[config.mk]
export PLATFORM = sky130hd
export DESIGN_NAME = commit_trace_buf
export DESIGN_NICKNAME = d
export VERILOG_FILES = /design/src/rtl/commit_trace_buf.sv
export SDC_FILE = /design/constraint.sdc
export NUM_CORES = 2
export LEC_CHECK = 0
export BUFFER_PORTS_ARGS = -buffer_cell sky130_fd_sc_hd__buf_2
export CORE_MARGIN = 3
export CORE_UTILIZATION = 62
export CTS_CLUSTER_SIZE = 24
export DETAILED_ROUTE_END_ITERATION = 16
export PLACE_DENSITY_LB_ADDON = 0.12
export SLEW_MARGIN = 20
export SYNTH_ARGS = -nofsm -noshare
export SYNTH_HDL_FRONTEND = slang
export SYNTH_SLANG_ARGS = --single-unit
[constraint.sdc]
create_clock -name clk -period 21.4 [get_ports clk]
set_input_delay 2.14 -clock clk [delete_from_list [all_inputs] [get_ports clk]]
set_output_delay 2.14 -clock clk [all_outputs]
set_load 0.05 [all_outputs]
[src/rtl/commit_trace_buf.sv]
// Commit trace buffer: captures retired-instruction records into a small
// FIFO. The head record is shown first-word-fall-through on rd_*. A small
// RUN/HALTED/DRAINED state machine stops capture once a halt record is seen.
module commit_trace_buf #(
    parameter int XLEN      = 32,
    parameter int DEPTH     = 16,
    parameter int OVERWRITE = 0,
    parameter int CNT_W     = 32
) (
    input  logic                     clk,
    input  logic                     rst,
    input  logic                     global_en,
    input  logic                     clr,
    input  logic                     commit,
    input  logic                     commit_halt,
    input  logic                     commit_reg_we,
    input  logic                     commit_dmem_we,
    input  logic [XLEN-1:0]          commit_pc,
    input  logic [XLEN-1:0]          commit_inst,
    input  logic [4:0]               commit_reg_wa,
    input  logic [XLEN-1:0]          commit_reg_wd,
    input  logic [XLEN-1:0]          commit_dmem_wa,
    input  logic [XLEN-1:0]          commit_dmem_wd,
    output logic                     rd_valid,
    input  logic                     rd_ready,
    output logic [XLEN-1:0]          rd_pc,
    output logic [XLEN-1:0]          rd_inst,
    output logic [4:0]               rd_reg_wa,
    output logic [XLEN-1:0]          rd_reg_wd,
    output logic [XLEN-1:0]          rd_dmem_wa,
    output logic [XLEN-1:0]          rd_dmem_wd,
    output logic                     rd_halt,
    output logic                     rd_reg_we,
    output logic                     rd_dmem_we,
    output logic [$clog2(DEPTH):0]   count,
    output logic                     overflow,
    output logic                     halted,
    output logic                     drained,
    output logic [CNT_W-1:0]         retire_cnt,
    output logic [CNT_W-1:0]         drop_cnt
);

    localparam int AW    = $clog2(DEPTH);
    localparam int REC_W = 5 * XLEN + 5 + 3;
    localparam logic [AW:0] FULL_CNT = (AW+1)'(DEPTH);

    typedef enum logic [1:0] {
        ST_RUN     = 2'd0,
        ST_HALTED  = 2'd1,
        ST_DRAINED = 2'd2
    } state_t;

    // Record storage; no reset, the pointers and count define what is valid.
    logic [REC_W-1:0] mem [DEPTH];

    logic [AW-1:0]    wr_ptr_q, wr_ptr_d;
    logic [AW-1:0]    rd_ptr_q, rd_ptr_d;
    logic [AW:0]      count_q, count_d;
    state_t           state_q, state_d;
    logic             overflow_q, overflow_d;
    logic [CNT_W-1:0] retire_cnt_q, retire_cnt_d;
    logic [CNT_W-1:0] drop_cnt_q, drop_cnt_d;

    logic             push;
    logic             pop;
    logic             full;
    logic             drop_rec;
    logic             ow_drop;
    logic             wr_en;
    logic             cnt_inc;
    logic [REC_W-1:0] wr_rec;
    logic [REC_W-1:0] rd_rec;

    assign wr_rec = {commit_halt, commit_reg_we, commit_dmem_we, commit_reg_wa,
                     commit_pc, commit_inst, commit_reg_wd, commit_dmem_wa,
                     commit_dmem_wd};

    // Head record is read combinationally so a push is visible right after its edge.
    assign rd_rec = mem[rd_ptr_q];
    assign {rd_halt, rd_reg_we, rd_dmem_we, rd_reg_wa, rd_pc, rd_inst,
            rd_reg_wd, rd_dmem_wa, rd_dmem_wd} = rd_rec;

    assign rd_valid   = (count_q != '0);
    assign count      = count_q;
    assign overflow   = overflow_q;
    assign halted     = (state_q != ST_RUN);
    assign drained    = (state_q == ST_DRAINED);
    assign retire_cnt = retire_cnt_q;
    assign drop_cnt   = drop_cnt_q;

    // Next-state: push/pop/drop decisions, pointer and counter updates, FSM.
    always_comb begin
        full     = (count_q == FULL_CNT);
        push     = (state_q == ST_RUN) && global_en && commit;
        pop      = (count_q != '0) && rd_ready;
        // A push into a full buffer with no pop loses a record one way or the other.
        drop_rec = push && full && !pop;
        ow_drop  = drop_rec && (OVERWRITE != 0);
        wr_en    = push && (!drop_rec || ow_drop);
        // In overwrite the write and the discarded oldest cancel out in count.
        cnt_inc  = wr_en && !ow_drop;

        wr_ptr_d     = wr_ptr_q;
        rd_ptr_d     = rd_ptr_q;
        count_d      = count_q + (AW+1)'(cnt_inc) - (AW+1)'(pop);
        overflow_d   = overflow_q;
        retire_cnt_d = retire_cnt_q;
        drop_cnt_d   = drop_cnt_q;
        state_d      = state_q;

        if (wr_en) begin
            wr_ptr_d = wr_ptr_q + 1'b1;
        end
        if (pop || ow_drop) begin
            rd_ptr_d = rd_ptr_q + 1'b1;
        end
        if (push) begin
            retire_cnt_d = retire_cnt_q + CNT_W'(1);
        end
        if (drop_rec) begin
            overflow_d = 1'b1;
            if (drop_cnt_q != '1) begin
                drop_cnt_d = drop_cnt_q + CNT_W'(1);
            end
        end

        case (state_q)
            ST_RUN: begin
                // A dropped halt record still stops capture.
                if (push && commit_halt) begin
                    state_d = ST_HALTED;
                end
            end
            ST_HALTED: begin
                if (count_d == '0) begin
                    state_d = ST_DRAINED;
                end
            end
            default: begin
                state_d = state_q;
            end
        endcase

        // Clear wins over anything else happening this cycle.
        if (clr) begin
            wr_en        = 1'b0;
            wr_ptr_d     = '0;
            rd_ptr_d     = '0;
            count_d      = '0;
            overflow_d   = 1'b0;
            retire_cnt_d = '0;
            drop_cnt_d   = '0;
            state_d      = ST_RUN;
        end
    end

    // Control state registers with synchronous reset.
    always_ff @(posedge clk) begin
        if (rst) begin
            wr_ptr_q     <= '0;
            rd_ptr_q     <= '0;
            count_q      <= '0;
            overflow_q   <= 1'b0;
            retire_cnt_q <= '0;
            drop_cnt_q   <= '0;
            state_q      <= ST_RUN;
        end else begin
            wr_ptr_q     <= wr_ptr_d;
            rd_ptr_q     <= rd_ptr_d;
            count_q      <= count_d;
            overflow_q   <= overflow_d;
            retire_cnt_q <= retire_cnt_d;
            drop_cnt_q   <= drop_cnt_d;
            state_q      <= state_d;
        end
    end

    // Record write port.
    always_ff @(posedge clk) begin
        if (wr_en && !rst) begin
            mem[wr_ptr_q] <= wr_rec;
        end
    end

endmodule
# After elaboration in Yosys (flattened, before gate mapping)
# Memory sizes are Yosys's and may differ from the RTL's. A register that Yosys moved wholly into a read port is not among the register bits.
# Index checks and enable logic that the tools add are counted.
# classes
n_addsub	6
n_mul	0
div_mod_pow	0
order_cmp	0
eq_ne	6
shift	0
n_mux	8
bitwise	0
n_reduce_logical	19
# op_table
cell	n
adder 32 x 1 -> 32 bit (second input constant)	2
!= test 32 bit (second input constant)	1
adder 4 x 1 -> 4 bit (second input constant)	2
logical AND 1 bit	8
two-way mux 4 bit	2
adder 5 x 1 -> 5 bit	1
== test 5 bit (second input constant)	1
logical NOT 5 bit	1
nonzero test 5 bit	1
subtractor 5 x 1 -> 5 bit	1
two-way mux 2 bit	2
case mux 2 bit (2 select lines)	1
nonzero test 2 bit	2
logical NOT 1 bit	3
two-way mux 1 bit	3
AND reduction 3 bit	1
== test 2 x 1 -> 1 bit (second input constant)	1
== test 2 bit (second input constant)	1
logical NOT 2 bit	1
!= test 2 x 1 -> 1 bit (second input constant)	1
!= test 2 bit (second input constant)	1
AND reduction 2 bit	1
OR reduction 2 bit	1
# word_totals
regBits	80
latchBits	0
ramBits	2688
romBits	0
inputBits	174
out_inout_bits	241
elab_cells	47
mem_count	1
# mem_list
memory	words	width	rd	rd_ports_with_merged_regs	wr	line_no	rtl
mem	16	168	1	1	1	54	logic [REC_W-1:0] mem [DEPTH];

# Logic depth before layout (Yosys ltp)
# logic_depth
depth_word	12
depth_mapped	15
ltp_nobuf	14

# Least setup slack after synthesis
# No wires, ideal clock.
# synth_path
path_type	input port to flip-flop
startpoint	in commit
endpoint	mem mem[3][0] in the netlist's numbering (enable)
setup_ns	0.900
t_arrival_ns	14.400
required_ns	20.500
setup_slack_ns	6.100
path_stages	4
path_buffers	0
path_cell_list	nand4bb_1 > a31oi_1 > nand3_1 > nor3_1
# synth_between
elab_chain_len	9
# synth_lines
element	line_no	rtl
start, declared	14	input logic commit,
logical AND 1 bit (*)	94	push = (state_q == ST_RUN) && global_en && commit;
logical AND 1 bit (2 in a row)	97	drop_rec = push && full && !pop;
logical NOT 1 bit	99	wr_en = push && (!drop_rec || ow_drop);
logical AND 1 bit (*)	99	
two-way mux 1 bit (*)	145	if (clr) begin
logical AND 1 bit (*)	180	if (wr_en && !rst) begin
two-way mux 1 bit (*)	180	
two-way mux 1 bit (not written as such) (*)	181	mem[wr_ptr_q] <= wr_rec;
end, declared	54	
# Mark *: on every way between the ends. The rest lies on a longest branch, timed or not.

==> impl_results.md <==
* # IOs at 415
* Width of the chip at 417.0 um
* Max Cap Violations at 0
* FFs w/ async S/R, synth at 0%
* Final instance area at 118200 um2
* DPL Wire Length at 112.0 mm
* Htree depth at 5
* Pwr/cell area at 97.69 nW/um2
* Synthesized area at 104700 um2
* Place WS at 13.08 ns
* Final nets at 5020
* Power share of the sequential group at 51.8%
* CTS Buf Count at 290
* Postcts setup bufs at 0
* Clock network power share at 39.7%
* Ys flop type: edfxtp_1
* Syn Inst Count at 4255
* CP endpoint kind: output pin
* Leading area contributor after synthesis: edfxtp_1
* Yosys warns at 0
* Setup total negative slack at 0 ns
* Starting density of the core at 62.50%
* Placed Area at 109500 um2
* Buffers added on ports at 414
* DRT Wirelength at 228.5 mm
* Static leakage at 0.03607 uW
* Final antenna-violating net count at 0
* Syn_area_per_cell at 24.62 um2
* Combinational power share at 8.6%
* Worst-path fanout max at 50
* Die Area at 173900 um2
* Achievable Freq at 0.1197 GHz
* Via count at 47990
* TritonCTS clock tree: done
* Hold-fix buffers, CTS at 0
* Post-route DRC at 0
* Grt ovf at 0
* VDD IR max at 0.08843 mV
* Slew @ Worst Pin at 1.237 ns
* Largest net degree at the start of global routing at 147
* Final setup margin at 13.04 ns
* Period utilisation layout at 39.05%
* Hold WC Path Type: reg -> reg
* Synthesized net count at 4442
* Root Buffer: clkbuf_16
* Fin. Hold Viols at 0
* RSZ-0062 raised after global routing: no
* Synthesized flop and latch total at 2772
* Wire per inst at 31.51 um
* Vias in the first global route at 49360
* Max_slew headroom at 17.54%
* Placeable core area at 167600 um2
* WP data arrival at 6.22 ns
* Routability Congestion at 0.7433
* Via density at 6.620
* Final Util at 70.50%
* Switching power at 2492 uW
* Post-synth cell types at 47
* # setup viols final at 0
* DR iter-0 viols at 4932
* Bufs on Longest Clock Path at 4
* Clk_skew at 0.03804 ns
* Post-CTS sizing at 0
* Minimum clock period at 8.357 ns
* Share of cells above drive strength 1 at 34.23%
* First-pass iteration count of the detailed router at 5
* Layout fillers at 9747
* Status: finished, final reports clean
* GRT Total Usage at 27.00%
* Critical path type: reg -> out
* Worst path required time at 19.26 ns
* Final Max Tran Viols at 0
* Sequential area share after synthesis at 78.66%
* Crit path launch type: flip-flop
* Chip height at 417.0 um
* Cell Rows at 150
* Top-count cell post-synth: edfxtp_1
* Area Growth Syn to Fin at 12.81%
* Net Sw Frac at 21.59%
* Int Power at 9052 uW
* EDFF count, synth at 2688
* Yosys top cell area share at 77.06%
* Worst-Skew Late Latency at 0.91 ns
* CTS Sinks at 2772
* CTS clock-pin slew for the worst setup and hold paths at 0.06 ns
* Post-synth top cells: 2688 x edfxtp_1, 832 x mux4_2, 99 x clkbuf_1
* Synth top area cells: edfxtp_1 77%, mux4_2 18%, dfxtp_1 1.6%, buf_2 0.41%, clkbuf_1 0.35%
* Initial antenna violation count at 54
* First-pass GRT wire length at 337.7 mm
==> per-layer routing <==
layer | global-route usage, % | wire length, um | vias to the layer above
met5 | 0 | 103 | -
met4 | 9.435 | 7693 | 18
met3 | 5.490 | 18380 | 414
met2 | 42.55 | 113600 | 2107
met1 | 38.74 | 88680 | 25880
li1 | - | - | 19570
==> through the flow <==
stage	power, uW	cells	hold slack (ns)
3_3_place_gp	7078	6743	0.4504
2_1_floorplan	6853	4255	0.4675
5_1_grt	11930	7239	0.5260
6_report	11540	7250	0.4776
3_5_place_dp	7090	6743	0.4702
4_1_cts	11660	7221	0.4853
==> state kept, by name, summed over array words and instances, names as in the netlist, named ones only <==
register / flops
count: 5
drop_cnt: 32
mem: 2688
overflow: 1
rd_ptr_q: 4
retire_cnt: 32
state_q: 2
wr_ptr_q: 4
==> layout by cell type, fill, tap and decap left out, drive strengths merged, types with 3 or more instances in the layout <==
cell      instances
nor4             13
bufinv           10
and4              7
o21ai            25
a21oi            47
nor2b             8
clkinv           98
edfxtp         2688
nand4            31
diode            27
xor2             14
or3              27
clkbuf          361
nor3             16
mux4            832
and3              7
nor2             61
xnor2            20
ha               12
dfxtp            84
or4               5
o31ai             7
nand2b            3
or2               4
nand3            30
a31o              3
a211oi            8
clkinvlp          7
nand2            33
and2              8
mux2i            13
inv              22
buf             500
==> kinds of logic (layout without fill, tap and decap cells) <==
kind of cell / Yosys count / after routing / share of synthesized area [%]
other: 0 / 27 / 0
buffers and inverters: 234 / 998 / 1.002
adder cells (fa/ha/maj): 13 / 13 / 0.1624
AND/OR/NAND/NOR: 260 / 260 / 1.341
multiplexers: 845 / 845 / 18.01
XOR/XNOR: 34 / 34 / 0.2843
flip-flops: 2772 / 2772 / 78.66
AO/OA/AOI/OAI: 97 / 97 / 0.5328
==> final timing paths <==
check	startpoint	to	slack, ns	cells past startpoint
hold / removal	overflow$_SDFFE_PP0P_	overflow$_SDFFE_PP0P_	0.48	2
hold reg to reg	overflow$_SDFFE_PP0P_	overflow$_SDFFE_PP0P_	0.48	2
setup reg to reg	count[2]$_SDFF_PP0_	mem[14][114]$_DFFE_PP_	16.47	10
setup / recovery	flip-flop	rd_reg_wd[18]	13.04	7
==> power by group through the flow <==
stage	Combinational [uW]	Sequential (uW)	Clock (uW)
floorplan	757	6100	0
finish	987	5980	4580
global placement	983	6090	0
detailed placement	995	6100	0
CTS	999	5980	4680
global route	1060	5970	4890
==> critical path, stage by stage (launching register included) <==
cell     delay (ns)
dfxtp_4        0.75
buf_4          0.88
buf_6          0.65
buf_4          0.65
buf_4          0.82
mux4_2         0.60
mux4_2         0.50
buf_2          0.23
==> area by class of cell <==
class,instances,area [um2],share of cell area (%)
multi-input combinational,1249,21410,18.12
timing repair buffer,500,2917,2.468
tap,2204,2758,2.334
antenna,27,67.56,0.05718
clock buffer,361,7735,6.546
clock inverter,117,788.3,0.6671
inverter,20,75.07,0.06353
sequential,2772,82410,69.74
No activity file was read; power rests on OpenSTA's default activity.
